<file path="src/rtl/hazard_unit.sv">
// Hazard unit for the 5-stage MIPS core: operand forwarding, load-use and
// branch interlocks, variable-latency data-memory stalls with a timeout
// flag, and a saturating count of front-end stall cycles.

// One forwarding lane per source operand (rs, rt). Each lane gives the
// Execute ALU mux select and the Decode branch-comparator forward.
module hazardFwdLane (
  input  logic [4:0] srcE,
  input  logic [4:0] srcD,
  input  logic [4:0] writeregM,
  input  logic [4:0] writeregW,
  input  logic       regwriteM,
  input  logic       regwriteW,
  output logic [1:0] fwdE,
  output logic       fwdD
);

  // M has the younger value, so it wins over W; $0 is hardwired and never forwarded
  always_comb begin
    fwdE = 2'b00;
    if (srcE != 5'd0 && srcE == writeregM && regwriteM)
      fwdE = 2'b10;
    else if (srcE != 5'd0 && srcE == writeregW && regwriteW)
      fwdE = 2'b01;
    fwdD = (srcD != 5'd0) && (srcD == writeregM) && regwriteM;
  end

endmodule

module hazard_unit #(
  parameter int TIMEOUT = 16,
  parameter int CNT_W   = 16
) (
  input  logic             clk,
  input  logic             reset,
  input  logic [4:0]       rsD,
  input  logic [4:0]       rtD,
  input  logic [4:0]       rsE,
  input  logic [4:0]       rtE,
  input  logic [4:0]       writeregE,
  input  logic [4:0]       writeregM,
  input  logic [4:0]       writeregW,
  input  logic             regwriteE,
  input  logic             regwriteM,
  input  logic             regwriteW,
  input  logic             memtoregE,
  input  logic             memtoregM,
  input  logic             branchD,
  input  logic             memreqM,
  input  logic             memreadyM,
  output logic             forwardAD,
  output logic             forwardBD,
  output logic [1:0]       forwardAE,
  output logic [1:0]       forwardBE,
  output logic             stallF,
  output logic             stallD,
  output logic             stallE,
  output logic             stallM,
  output logic             flushE,
  output logic             flushW,
  output logic             memerr,
  output logic [CNT_W-1:0] stallcnt
);

  localparam int NUM_SRC = 2;
  localparam int WCW     = $clog2(TIMEOUT + 1);
  localparam logic [WCW-1:0]   WMAX = WCW'(TIMEOUT);
  localparam logic [CNT_W-1:0] CMAX = {CNT_W{1'b1}};

  typedef struct packed {
    logic stallF;
    logic stallD;
    logic stallE;
    logic stallM;
    logic flushE;
    logic flushW;
  } ctl_t;

  typedef enum logic {S_IDLE, S_WAIT} state_t;

  // ---------------- forwarding ----------------
  logic [NUM_SRC-1:0][4:0] srcE, srcD;
  logic [NUM_SRC-1:0][1:0] fwdE;
  logic [NUM_SRC-1:0]      fwdD;

  assign srcE = {rtE, rsE};
  assign srcD = {rtD, rsD};

  for (genvar i = 0; i < NUM_SRC; i++) begin : gLane
    hazardFwdLane uLane (
      .srcE      (srcE[i]),
      .srcD      (srcD[i]),
      .writeregM (writeregM),
      .writeregW (writeregW),
      .regwriteM (regwriteM),
      .regwriteW (regwriteW),
      .fwdE      (fwdE[i]),
      .fwdD      (fwdD[i])
    );
  end

  assign forwardAE = fwdE[0];
  assign forwardBE = fwdE[1];
  assign forwardAD = fwdD[0];
  assign forwardBD = fwdD[1];

  // ---------------- hazard detection ----------------
  logic lwstall, branchstall, memstall;
  ctl_t ctl;

  // Raw hazard terms from the pipeline-register contents
  always_comb begin
    lwstall     = memtoregE && (rtE == rsD || rtE == rtD);
    branchstall = branchD &&
                  ((regwriteE && (writeregE == rsD || writeregE == rtD)) ||
                   (memtoregM && (writeregM == rsD || writeregM == rtD)));
    memstall    = memreqM && !memreadyM;
  end

  // Memory stall freezes everything up to M and bubbles W; it overrides the
  // D-stage interlocks, which re-evaluate once the access completes.
  always_comb begin
    ctl = '0;
    if (memstall) begin
      ctl.stallF = 1'b1;
      ctl.stallD = 1'b1;
      ctl.stallE = 1'b1;
      ctl.stallM = 1'b1;
      ctl.flushW = 1'b1;
    end else if (lwstall || branchstall) begin
      ctl.stallF = 1'b1;
      ctl.stallD = 1'b1;
      ctl.flushE = 1'b1;
    end
  end

  assign stallF = ctl.stallF;
  assign stallD = ctl.stallD;
  assign stallE = ctl.stallE;
  assign stallM = ctl.stallM;
  assign flushE = ctl.flushE;
  assign flushW = ctl.flushW;

  // ---------------- memory wait FSM ----------------
  state_t         state, stateNext;
  logic [WCW-1:0] waitcnt, waitcntNext;
  logic           memerrNext;

  // State, wait counter and sticky error register
  always_ff @(posedge clk or negedge reset) begin
    if (!reset) begin
      state   <= S_IDLE;
      waitcnt <= '0;
      memerr  <= 1'b0;
    end else begin
      state   <= stateNext;
      waitcnt <= waitcntNext;
      memerr  <= memerrNext;
    end
  end

  // Count wait cycles; a wait still pending at TIMEOUT latches memerr but
  // the access is not aborted -- the stall continues until memory answers.
  always_comb begin
    stateNext   = state;
    waitcntNext = waitcnt;
    memerrNext  = memerr;
    unique case (state)
      S_IDLE: begin
        if (memstall) begin
          stateNext   = S_WAIT;
          waitcntNext = WCW'(1);
        end
      end
      S_WAIT: begin
        if (memstall) begin
          if (waitcnt == WMAX)
            memerrNext = 1'b1;
          else
            waitcntNext = waitcnt + WCW'(1);
        end else begin
          stateNext   = S_IDLE;
          waitcntNext = '0;
        end
      end
      default: begin
        stateNext   = S_IDLE;
        waitcntNext = '0;
      end
    endcase
  end

  // ---------------- stall-cycle counter ----------------
  // Saturates rather than wrapping so a long run never looks short
  always_ff @(posedge clk or negedge reset) begin
    if (!reset)
      stallcnt <= '0;
    else if (stallF && stallcnt != CMAX)
      stallcnt <= stallcnt + CNT_W'(1);
  end

endmodule

</file>
<file path="config.mk">
export PLATFORM = sky130hd
export DESIGN_NAME = hazard_unit
export DESIGN_NICKNAME = d
export VERILOG_FILES = /design/src/rtl/hazard_unit.sv
export SDC_FILE = /design/constraint.sdc
export NUM_CORES = 1
export LEC_CHECK = 0
export BUFFER_PORTS_ARGS = -buffer_cell sky130_fd_sc_hd__buf_4
export CAP_MARGIN = 10
export CORE_AREA = 10 10 96 98
export CTS_CLUSTER_DIAMETER = 40
export DETAILED_ROUTE_END_ITERATION = 10
export DIE_AREA = 0 0 106 108
export PLACE_DENSITY = 0.46
export SYNTH_ARGS = -nofsm -noshare
export SYNTH_HDL_FRONTEND = slang
export SYNTH_SLANG_ARGS = --single-unit
</file>
<file path="constraint.sdc">
create_clock -name clk -period 1.7 [get_ports clk]
set_input_delay 0.085 -clock clk [delete_from_list [all_inputs] [get_ports clk]]
set_output_delay 0.085 -clock clk [all_outputs]
set_load 0.02 [all_outputs]
</file>
# Word level (Yosys, flattened, before mapping)
# Cells that the tools add are included.
# classes
n_addsub	2
n_eq_ne	16
mux	14
bitwise_logic	1
reduce_logical	30
# ops
operator	count
equality test 5 bit	12
nonzero test 5 bit	4
logical AND 1 bit	18
adder 16 x 1 -> 16 bit, second input constant	1
inequality test 16 bit, second input constant	1
two-way mux 5 bit	3
two-way mux 2 bit	5
case mux 5 bit (2 select lines)	1
adder 5 x 1 -> 5 bit, second input constant	1
equality test 5 bit, second input constant	1
logical OR 1 bit	5
two-way mux 1 bit	5
inequality test 3 bit, second input constant	1
AND reduction 3 bit	1
inequality test 2 bit, second input constant	1
AND reduction 2 bit	1
logical NOT 1 bit	1
inverter 1 bit	1
# word_totals
ff_bits	23
inputBits	45
out_inout_bits	29
elab_cells	67

# Longest topological paths before layout
# depth
word_depth	9
mapped_depth	9
ltp_nobuf	9

# Modules after synthesis
# Synthesis repeated with hierarchy kept, for this count alone.
# unflattened
hier_cells	219
area_unflattened_um2	1999.4
# by_module_without_submodules
mod	n_inst	cells_each	area_each_um2	seq_area_each_um2
hazard_unit	1	163	1571.5	575.6
hazardFwdLane	2	28	214.0	0.0

# Worst setup path after synthesis
# OpenSTA, ideal clock, no wires.
# synth_timing
path_type	flip-flop to flip-flop
from	reg stallcnt[0]
to	reg stallcnt[3]
setup_ns	0.130
arrival_ns	1.741
required_time_ns	1.570
path_slack_ns	-0.171
path_stages_with_launch	9
path_buffers	1
synth_period_minus_slack_ns	1.871
path_cell_list	dfrtp_1 -> ha_1 -> and3_1 -> nor2b_1 -> nand3_1 -> o31a_1 -> buf_6 -> nand4_1 -> xnor2_1
# synth_between
elab_chain_cells	2
elab_cells_between_ends	3
classes_between	add/sub: 1; eq/ne: 1; reduce/logical: 1
# synth_rtl
element	line_no	source
from (decl)	62	output logic [CNT_W-1:0] stallcnt
from (signal assigned)	199	stallcnt <= stallcnt + CNT_W'(1);
branches (longest 2 deep; another with adder 16 x 1 -> 16 bit)	-	
# Parallel ways; which one is timed is not known.
# A chain may end at the register's enable or synchronous reset.

# Worst setup path after layout
# layout_timing
from	reg stallcnt[1]
to	reg stallcnt[9]
# Same word-level chain as after synthesis.

==> results_dict.tcl <==
set metrics [dict create \
    row_count 32 \
    worstReg2RegStart "stallcnt[1]" \
    grt_pass1_vias 1874 \
    drt_iter0_drc 48 \
    min_from "memreadyM" \
    yosysSeqAreaShare 0.324 \
    hp-class "in2reg" \
    postLayoutCellArea_sq_um 2890 \
    yosysWarningCount 0 \
    crit_required_ns 1.86 \
    register_area_sq_um 578 \
    r2r_cells 9 \
    skew_ns 0.00301 \
    cts_tree "built" \
    endpoint_kind "flip-flop" \
    ys_ff_latch 23 \
    rrSetupSlack_ns 0.03 \
    initial_core_util 0.238 \
    timing.rr.end "stallcnt[9]" \
    fillerInstances 798 \
    globalRouteOverflowTotal 0 \
    routedWlPerCell_um 14.4 \
    synth_area_sq_um 1780 \
    slew_violations 0 \
    ios 74 \
    tightest_slew_ns 0.430 \
    grt_usage 0.102 \
    fmax_mhz 598 \
    route.vias.total 1775 \
    cts_buffers 3 \
    numPortBuffers 73 \
    yosys_most_used_dff "dfrtp_1" \
    finalSetupViolCount 0 \
    cts.sinks 23 \
    cts.clk_slew.worst_paths_ns 0.09 \
    fin_crit_ns 1.67 \
    fin_hold_ws_ns 0.229 \
    worstSkewPairLatency_ns 0.27 \
    setup-tns-final_ns 0 \
    dr.pass1.iters 4 \
    arrival_ns 1.84 \
    antenna_found_initial 0 \
    ant_nets 0 \
    dpl_cell_area_sq_um 2680 \
    async_flop_share 1.00 \
    maxSlewHeadroom 0.713 \
    p_leak_nw 1.28 \
    drive_above_1_share 0.453 \
    multiInputGateArea_sq_um 1220 \
    clockBufferDepth 2 \
    core_area_sq_um 7450 \
    gp_congestion 0.826 \
    dp_slack_ns -0.202 \
    nets 360 \
    drc_errors 0 \
    num_antenna_cells 0 \
    wl_mm 5.94 \
    viasPerCell 4.30 \
    synth_cell_types 30 \
    dpl.hpwl_mm 4.89 \
    avgSynthCellArea_sq_um 8.83 \
    whs_endpoint "state" \
    grt_max_degree 24 \
    syn_nets 249 \
    drv_cap 0 \
    hold_viol 0 \
    p_total_mw 2.00 \
    outcome "finished clean" \
    critPathKind "reg2reg" \
    start_kind "flip-flop" \
    fin_ws_ns 0.0279 \
    htree_levels 1 \
    ir_drop_uv 767 \
    fp.dieH_um 108 \
    whs_path_depth 3 \
    die-area_sq_um 11400 \
    rsz0062_at_grt "true" \
    finalCritPeriodShare 0.984 \
    worstPathMaxFanout 6 \
    grt_first_pass_wirelength_mm 9.54 \
    die_width_um 106 \
    area_delta_synth_final_pct 62.5 \
    cts_root_buf "clkbuf_8" \
    synth_cells 201 \
    powerDensity_nw_per_um2 692 \
    synth_edf_count 0 \
]
metrics by stage:
stage / utilization / std cells
after global routing: 0.387 / 413
after global placement: 0.360 / 401
after floorplan: - / 201
after detailed placement: 0.360 / 401
final: 0.387 / 413
after CTS: 0.376 / 411
metal layers:
metal  track usage  wire length (um)
met1         0.140              3070
met2         0.158              2560
met3        0.0268               281
met4        0.0174                29
met5             0                 0
worst max-delay path: stages (launching register included):
cell	delay, ns
dfrtp_2	0.43
ha_4	0.16
and3_4	0.14
nor2b_4	0.12
nand3_2	0.07
o31a_1	0.15
buf_6	0.13
buf_6	0.10
nand4_1	0.10
xnor2_1	0.15
cells in the mapped netlist, types with 2 or more instances:
library cell	count	share of area
or4_1	3	0.013
nor2_1	11	0.023
clkbuf_1	2	0.0042
a21oi_1	7	0.020
inv_1	3	0.0063
and3_1	4	0.014
nor3_1	12	0.034
o21ai_0	7	0.020
nand2_1	11	0.023
nor2b_1	2	0.0070
xnor2_1	37	0.18
xor2_1	26	0.13
buf_2	5	0.014
nor4_1	6	0.021
dfrtp_1	23	0.32
nand3_1	14	0.039
ha_1	3	0.021
buf_4	3	0.013
nand4_1	11	0.039
area by class of cell:
cell class              instances  area share
clock buffers                   3      0.0143
multi-input cells             164       0.424
flip-flops and latches         23       0.200
repair buffers                117       0.312
well taps                     102      0.0442
inverters                       3     0.00390
clock inverters                 1     0.00173
layout by cell type, fill, tap and decap left out, types with 2 or more instances in the layout:
cell and instances:
nor2_1 10, xor2_1 26, nand3_1 12, nand4_1 11, o21ai_0 7, nor4_1 3
nor3_1 10, nor4_2 3, or4_1 2, nor3_2 2, buf_4 111, clkbuf_8 3
nand2_1 11, dfrtp_1 21, buf_6 5, nand3_2 2, and3_1 2, ha_1 2
a21oi_1 6, inv_1 2, xnor2_1 37, dfrtp_2 2, and3_4 2
worst max-delay path by stage:
stage / start / to / depth (start not counted) / slack, ns
3_3_place_gp: stallcnt[1] / stallcnt[6] / 8 / -0.15
2_1_floorplan: stallcnt[1] / stallcnt[11] / 8 / -0.02
5_1_grt: stallcnt[1] / stallcnt[3] / 9 / -0.07
4_1_cts: rtE[3] / stallF / 10 / 0.003
3_5_place_dp: rsD[1] / stallcnt[5] / 10 / -0.20
6_report: stallcnt[1] / stallcnt[9] / 9 / 0.03
logic make-up after synthesis:
kind of cell,after synthesis,synth area share
muxes,1,0.00634
DFF,23,0.324
adders and majority gates,3,0.0211
and+or+nand+nor,77,0.228
buffers and inverters,14,0.0437
xor gates and xnor gates,63,0.311
AOI/OAI and AO/OA,20,0.0662
flip-flops by register name, summed over array words and instances (netlist names):
| register | count |
|---|---|
| memerr | 1 |
| waitcnt | 5 |
| stallcnt | 16 |
| state | 1 |
where the power goes:
part / switching (mW) / internal [mW] / leakage, nW
Combinational: 0.451 / 0.503 / 0.954
Clock: 0.189 / 0.164 / 0.0255
Sequential: 0.0563 / 0.633 / 0.303
repair_timing:
| item | in CTS | in global routing |
|---|---|---|
| setup endpoints to repair | 12 | 21 |
| gates cloned | 0 | 0 |
| pin swaps | 9 | 18 |
| resized for setup | 4 | 16 |
| setup buffers | 5 | 2 |
| hold buffers | 1 | 0 |
| endpoints found under the hold margin | 23 | 0 |
Note: power is estimated with default switching activity, not from simulation.
